### config.mk
export PLATFORM = sky130hd
export DESIGN_NAME = io_cycle_initiator
export DESIGN_NICKNAME = d
export VERILOG_FILES = /design/src/rtl/io_cycle_initiator.sv
export SDC_FILE = /design/constraint.sdc
export NUM_CORES = 1
export LEC_CHECK = 0
export CORE_MARGIN = 10
export CORE_UTILIZATION = 41
export DETAILED_ROUTE_END_ITERATION = 8
export PLACE_DENSITY_LB_ADDON = 0.05
export SKIP_LAST_GASP = 1
export SYNTH_ARGS = -nofsm -noshare
export SYNTH_HDL_FRONTEND = slang
export SYNTH_SLANG_ARGS = --single-unit
### constraint.sdc
create_clock -name clk -period 2.01 [get_ports clk]
set_input_delay 0.402 -clock clk [delete_from_list [all_inputs] [get_ports clk]]
set_output_delay 0.402 -clock clk [all_outputs]
set_load 0.005 [all_outputs]
### src/rtl/io_cycle_initiator.sv
// ============================================================================
// io_cycle_initiator
// ----------------------------------------------------------------------------
// Host-side bus master for Dock I/O cycles. It accepts one request at a time
// and runs the bus sequence setup -> strobe -> wait -> release -> recover,
// while honouring ready_n stretching from the address decoder. Read data is
// captured when ready_n returns high, and exactly one response pulse is
// produced per request.
//
// Optional feature macro: IOC_TIMEOUT_EN
//   defined   : a WAIT phase with ready_n low for TIMEOUT_CYC edges is aborted
//               and the response carries rsp_timeout=1.
//   undefined : no wait counter; WAIT holds until ready_n=1; rsp_timeout is 0.
//
// Ports
//   clk, rst_n            clock (posedge) and asynchronous active-low reset
//   req_valid/req_ready   request handshake; req_ready = (state == IDLE)
//   req_addr/req_write/req_wdata   request payload, latched on accept
//   rsp_valid             one-cycle completion pulse
//   rsp_rdata/rsp_timeout response payload, held until the next accept
//   addr, iorq_n, r_w_    I/O bus address, strobe (active low), 1=read
//   dout, dout_oe         write data to the bus and its drive enable
//   din, ready_n          read data from the bus, decoder completion (1=done)
// ============================================================================
module io_cycle_initiator #(
    parameter int ADDR_W      = 8,
    parameter int DATA_W      = 8,
    parameter int SETUP_CYC   = 1,
    parameter int TIMEOUT_CYC = 16,
    parameter int IDLE_CYC    = 1
) (
    input  logic              clk,
    input  logic              rst_n,
    input  logic              req_valid,
    output logic              req_ready,
    input  logic [ADDR_W-1:0] req_addr,
    input  logic              req_write,
    input  logic [DATA_W-1:0] req_wdata,
    output logic              rsp_valid,
    output logic [DATA_W-1:0] rsp_rdata,
    output logic              rsp_timeout,
    output logic [ADDR_W-1:0] addr,
    output logic              iorq_n,
    output logic              r_w_,
    output logic [DATA_W-1:0] dout,
    output logic              dout_oe,
    input  logic [DATA_W-1:0] din,
    input  logic              ready_n
);

    localparam int SCW = $clog2(SETUP_CYC + 1);
    localparam int ICW = $clog2(IDLE_CYC + 1);
    localparam logic [SCW-1:0] SETUP_LAST = SCW'(SETUP_CYC - 1);
    localparam logic [ICW-1:0] IDLE_LAST  = ICW'(IDLE_CYC - 1);

    typedef enum logic [2:0] {
        ST_IDLE    = 3'd0,
        ST_SETUP   = 3'd1,
        ST_ASSERT  = 3'd2,
        ST_WAIT    = 3'd3,
        ST_RELEASE = 3'd4,
        ST_RECOVER = 3'd5
    } state_t;

    state_t            state_r;
    state_t            state_s;
    logic [SCW-1:0]    setup_cnt_r;
    logic [ICW-1:0]    idle_cnt_r;
    logic              accept_s;
    logic              setup_done_s;
    logic              idle_done_s;
    logic              timeout_s;

    // Next values of the registered bus/response outputs.
    logic [ADDR_W-1:0] addr_s;
    logic              iorq_n_s;
    logic              r_w_s;
    logic [DATA_W-1:0] dout_s;
    logic              dout_oe_s;
    logic              rsp_valid_s;
    logic [DATA_W-1:0] rsp_rdata_s;
    logic              rsp_timeout_s;

    logic [ADDR_W-1:0] addr_r;
    logic              iorq_n_r;
    logic              r_w_r;
    logic [DATA_W-1:0] dout_r;
    logic              dout_oe_r;
    logic              rsp_valid_r;
    logic [DATA_W-1:0] rsp_rdata_r;
    logic              rsp_timeout_r;

    assign req_ready    = (state_r == ST_IDLE);
    assign accept_s     = req_valid & req_ready;
    assign setup_done_s = (setup_cnt_r == SETUP_LAST);
    assign idle_done_s  = (idle_cnt_r == IDLE_LAST);

`ifdef IOC_TIMEOUT_EN
    localparam int WCW = $clog2(TIMEOUT_CYC + 1);
    localparam logic [WCW-1:0] WAIT_LAST = WCW'(TIMEOUT_CYC - 1);

    logic [WCW-1:0] wait_cnt_r;

    // The abort fires on the edge that would make the count reach TIMEOUT_CYC.
    assign timeout_s = ~ready_n & (wait_cnt_r == WAIT_LAST);

    // Wait-edge counter: cleared on accept (entry to SETUP), counts stretched WAIT edges.
    always_ff @(posedge clk or negedge rst_n) begin
        if (!rst_n) begin
            wait_cnt_r <= {WCW{1'b0}};
        end else if (accept_s) begin
            wait_cnt_r <= {WCW{1'b0}};
        end else if ((state_r == ST_WAIT) && !ready_n && !timeout_s) begin
            wait_cnt_r <= wait_cnt_r + {{(WCW-1){1'b0}}, 1'b1};
        end else begin
            wait_cnt_r <= wait_cnt_r;
        end
    end
`else
    assign timeout_s = 1'b0;
`endif

    // State register plus the setup and recovery phase counters.
    always_ff @(posedge clk or negedge rst_n) begin
        if (!rst_n) begin
            state_r     <= ST_IDLE;
            setup_cnt_r <= {SCW{1'b0}};
            idle_cnt_r  <= {ICW{1'b0}};
        end else begin
            state_r <= state_s;
            if ((state_r == ST_SETUP) && !setup_done_s) begin
                setup_cnt_r <= setup_cnt_r + {{(SCW-1){1'b0}}, 1'b1};
            end else begin
                setup_cnt_r <= {SCW{1'b0}};
            end
            if ((state_r == ST_RECOVER) && !idle_done_s) begin
                idle_cnt_r <= idle_cnt_r + {{(ICW-1){1'b0}}, 1'b1};
            end else begin
                idle_cnt_r <= {ICW{1'b0}};
            end
        end
    end

    // Next-state logic for the bus cycle sequencer.
    always_comb begin
        state_s = state_r;
        case (state_r)
            ST_IDLE: begin
                if (accept_s) begin
                    state_s = ST_SETUP;
                end else begin
                    state_s = ST_IDLE;
                end
            end
            ST_SETUP: begin
                if (setup_done_s) begin
                    state_s = ST_ASSERT;
                end else begin
                    state_s = ST_SETUP;
                end
            end
            // The decoder still shows its idle ready_n=1 here, so it is ignored.
            ST_ASSERT: state_s = ST_WAIT;
            ST_WAIT: begin
                if (ready_n || timeout_s) begin
                    state_s = ST_RELEASE;
                end else begin
                    state_s = ST_WAIT;
                end
            end
            ST_RELEASE: state_s = ST_RECOVER;
            ST_RECOVER: begin
                if (idle_done_s) begin
                    state_s = ST_IDLE;
                end else begin
                    state_s = ST_RECOVER;
                end
            end
            default: state_s = ST_IDLE;
        endcase
    end

    // Output logic: next values of the registered bus and response outputs.
    always_comb begin
        addr_s        = addr_r;
        iorq_n_s      = iorq_n_r;
        r_w_s         = r_w_r;
        dout_s        = dout_r;
        dout_oe_s     = dout_oe_r;
        rsp_valid_s   = 1'b0;
        rsp_rdata_s   = rsp_rdata_r;
        rsp_timeout_s = rsp_timeout_r;
        case (state_r)
            ST_IDLE: begin
                iorq_n_s = 1'b1;
                if (accept_s) begin
                    addr_s        = req_addr;
                    r_w_s         = ~req_write;
                    dout_s        = req_wdata;
                    dout_oe_s     = req_write;
                    rsp_rdata_s   = {DATA_W{1'b0}};
                    rsp_timeout_s = 1'b0;
                end else begin
                    r_w_s     = 1'b1;
                    dout_oe_s = 1'b0;
                end
            end
            ST_SETUP: begin
                if (setup_done_s) begin
                    iorq_n_s = 1'b0;
                end else begin
                    iorq_n_s = 1'b1;
                end
            end
            ST_ASSERT: iorq_n_s = 1'b0;
            ST_WAIT: begin
                if (ready_n) begin
                    iorq_n_s      = 1'b1;
                    rsp_valid_s   = 1'b1;
                    rsp_rdata_s   = r_w_r ? din : {DATA_W{1'b0}};
                    rsp_timeout_s = 1'b0;
                end else if (timeout_s) begin
                    iorq_n_s      = 1'b1;
                    rsp_valid_s   = 1'b1;
                    rsp_rdata_s   = {DATA_W{1'b0}};
                    rsp_timeout_s = 1'b1;
                end else begin
                    iorq_n_s = 1'b0;
                end
            end
            // Strobe is already high; drop write drive and return r_w_ to read.
            ST_RELEASE, ST_RECOVER: begin
                iorq_n_s  = 1'b1;
                r_w_s     = 1'b1;
                dout_oe_s = 1'b0;
            end
            default: begin
                iorq_n_s  = 1'b1;
                r_w_s     = 1'b1;
                dout_oe_s = 1'b0;
            end
        endcase
    end

    // Output registers; reset releases the strobe and bus drive immediately.
    always_ff @(posedge clk or negedge rst_n) begin
        if (!rst_n) begin
            addr_r        <= {ADDR_W{1'b0}};
            iorq_n_r      <= 1'b1;
            r_w_r         <= 1'b1;
            dout_r        <= {DATA_W{1'b0}};
            dout_oe_r     <= 1'b0;
            rsp_valid_r   <= 1'b0;
            rsp_rdata_r   <= {DATA_W{1'b0}};
            rsp_timeout_r <= 1'b0;
        end else begin
            addr_r        <= addr_s;
            iorq_n_r      <= iorq_n_s;
            r_w_r         <= r_w_s;
            dout_r        <= dout_s;
            dout_oe_r     <= dout_oe_s;
            rsp_valid_r   <= rsp_valid_s;
            rsp_rdata_r   <= rsp_rdata_s;
            rsp_timeout_r <= rsp_timeout_s;
        end
    end

    assign addr        = addr_r;
    assign iorq_n      = iorq_n_r;
    assign r_w_        = r_w_r;
    assign dout        = dout_r;
    assign dout_oe     = dout_oe_r;
    assign rsp_valid   = rsp_valid_r;
    assign rsp_rdata   = rsp_rdata_r;
    assign rsp_timeout = rsp_timeout_r;

endmodule

==> key figures <==
Worst setup path
  • Critical Path Slowest Stage Cell: dfstp_2
  • WP buf/inv: 1
  • WP data required: 1.61 ns
  • Flop2flop setup slack: 0.39 ns
  • Worst r2r path cells: 6
  • R2r startpoint: state_r[2]$_DFF_PN0_
  • Crit-path leading delay family: flip-flops
  • Endpoint type of the worst setup path: output port
  • Max incr delay on CP: 0.55 ns
  • Setup CP Type: reg -> out
  • CP Launch Type: flip-flop
  • CP cell instances: clkdlybuf4s50_1
  • Reg-to-Reg End: rsp_rdata[6]$_DFFE_PN0P_
  • Crit-path max FO: 3
  • Critical Path AT: 1.37 ns

GRT
  • Largest net degree at the start of global routing: 34
  • Number of global-route vias before repair: 1207
  • Initial antenna violation count: 0
  • GRT Util Overall: 0.114
  • Congestion Overflow GR: 0
  • Global-route wire length before repair: 5.66 mm

Logic synthesis
  • Post-synth top area share: 0.562
  • Yosys reg bits: 33
  • Post-synthesis compound-gate area fraction: 0.0662
  • Register area share after synthesis: 0.600
  • Main combinational cell family by area after synthesis: simple AND/OR/NAND/NOR gates
  • Synth Instances: 140
  • Adder-cell share of the synthesized area: 0
  • XOR/XNOR Fraction of Synth Area: 0
  • Total standard cell area after synthesis: 1380 µm²
  • Synth Warn #: 0
  • Post-synthesis mux area share: 0
  • Post-synthesis average cell area: 9.86 µm²
  • Main area contributors after synthesis: dfrtp_1 56%, nand2_1 16%, dfstp_2 3.8%
  • Post-synthesis cell type count: 28
  • Post-Synth Simple-Gate Area: 0.274
  • Yosys top cell by area: dfrtp_1

Min path
  • Hold WC Path Type: in -> async

Power
  • Pwr/cell area: 1380 nW/µm²
  • Static leakage: 0.968 nW
  • Max IR drop VDD: 658 µV
  • Tot Pwr: 2.85 mW

CTS
  • Deepest clock path buffer count: 2
  • # clock sinks: 33
  • # H-tree levels: 2
  • CTS Buf Count: 5
  • CTS tree: built
  • Clk Latency, worst-skew pair: 0.32 ns
  • Root Buffer: clkbuf_4
  • CTS clock-pin slew for the worst setup and hold paths: 0.09 ns

STA
  • Final Critical Period: 1.77 ns
  • Setup TNS: 0 ns
  • Max Transition Viols Final: 0
  • RSZ-0062 raised after global routing: no
  • PnR worst setup slack: 0.239 ns
  • # setup viols final: 0
  • Clock skew: 0.00334 ns
  • Hold Vio Cnt, Final: 0
  • Worst-margin pin slew: 0.506 ns
  • Worst slew margin: 0.661
  • Tcrit/Tclk final: 0.881
  • Worst hold slack: 0.460 ns
  • Peak Freq: 565 MHz

Final layout
  • Share of layout cells above drive strength 1: 0.111
  • Nets: 235
  • Fin area: 2070 µm²
  • Post-route insts no fill: 253
  • Area Overhead vs Synth: 49.8%
  • # diodes: 0
  • Final core utilization: 0.629

Placement
  • Dpl ws: 0.101 ns
  • Post-DP Area: 1970 µm²
  • Gpl congestion: 0.728
  • Post-DP HPWL: 2.60 mm
  • Dpl cells: 239
  • Port Buf Inserts: 57

Routing
  • Wire length on met3: 262 µm
  • WL/cell: 13.9 µm
  • Routed Antenna Nets: 0
  • Vias after detailed routing: 1156
  • DRT iter0 DRCs: 65
  • Pre-antenna DRT Iters: 4
  • DRC: 0
  • Top sig layer: met4
  • Met1 Wirelength: 1.48 mm
  • Total wire length: 3.51 mm
  • Vias per inst: 4.57
  • Met2 Wirelength: 1.75 mm

Die
  • Initial Util: 0.420
  • Core area: 3280 µm²
  • Die Span Y: 78.0 µm
  • Rows: 21
  • Num ports: 59
  • Die area: 6090 µm²
  • Die Wd: 78.0 µm

Run status
  • Status: finished, final reports clean

Flow run
  • Max Cap Viol: 0
## per-layer routing
metal,vias up,GRT usage
met5,-,0
met4,0,0.0376
met3,4,0.0535
met2,38,0.196
met1,534,0.121
li1,580,-
## cells in the final DEF, fill, tap and decap left out, drive strengths merged
master	n
conb	3
inv	2
dlymetal6s2s	1
nand4b	1
nor2b	2
and3	1
a21oi	1
a21o	1
or4b	1
nor2	4
a211oi	1
or2	1
nor4b	1
nand2	57
a31oi	1
o31ai	1
nor3b	1
and4b	1
dfstp	2
dfrtp	31
nor3	1
clkbuf	8
buf	9
o21ai	10
o21a	1
nand3	8
clkdlybuf4s50	56
## kinds of logic after synthesis
group                  Yosys count
AO/OA/AOI/OAI                   16
buffers and inverters           11
flip-flops                      33
other                            1
AND/OR/NAND/NOR                 79
## cell usage after synthesis (all sizes together)
library cell and count:
inv 2, dfrtp 31, nor3b 1, o21ai 10
nor2b 2, or4b 1, nor3 1, a21o 1
nand3 8, and4b 1, dfstp 2, and3 1
or2 1, o31ai 1, nor4b 1, conb 1
a21oi 1, nand4b 1, o21a 1, buf 9
a211oi 1, a31oi 1, nand2 57, nor2 4
## registers in the layout (all words and copies together) (netlist names)
name	flops
state_r	3
rsp_valid	1
dout_oe	1
setup_cnt_r	1
iorq_n	1
addr	8
dout	8
r_w_	1
rsp_rdata	8
idle_cnt_r	1
## how the worst max path moves through the flow
stage	start	endpoint	slack, ns	cells past startpoint
after global routing	r_w_$_DFFE_PN1N_	r_w_	0.17	1
after global placement	ready_n	rsp_rdata[7]$_DFFE_PN0P_	0.15	5
final	r_w_$_DFFE_PN1N_	r_w_	0.24	1
after detailed placement	req_valid	rsp_rdata[4]$_DFFE_PN0P_	0.10	4
after CTS	state_r[2]$_DFF_PN0_	req_ready	0.0003	2
after floorplan	state_r[2]$_DFF_PN0_	rsp_rdata[0]$_DFFE_PN0P_	0.49	6
## layout make-up
| cell class | instances | area, µm² |
|---|---|---|
| Timing Repair Buffer | 66 | 641 |
| Inverter | 2 | 7.51 |
| Sequential cell | 33 | 832 |
| Fill cell | 280 | 1220 |
| Multi-Input combinational cell | 98 | 480 |
| Clock buffer | 8 | 48.8 |
| Tap cell | 46 | 57.6 |
## timing repair
| action | CTS | global route |
|---|---|---|
| resized for setup | 2 | 2 |
| endpoints found under the setup margin | 1 | 1 |
| buffers inserted | 0 | 6 |
| hold buffers | 0 | 0 |
## power breakdown
| part | switching, mW | internal [mW] |
|---|---|---|
| combinational | 0.563 | 0.796 |
| sequential | 0.186 | 0.964 |
| clock | 0.200 | 0.139 |
(Power assumes the default switching activity.)
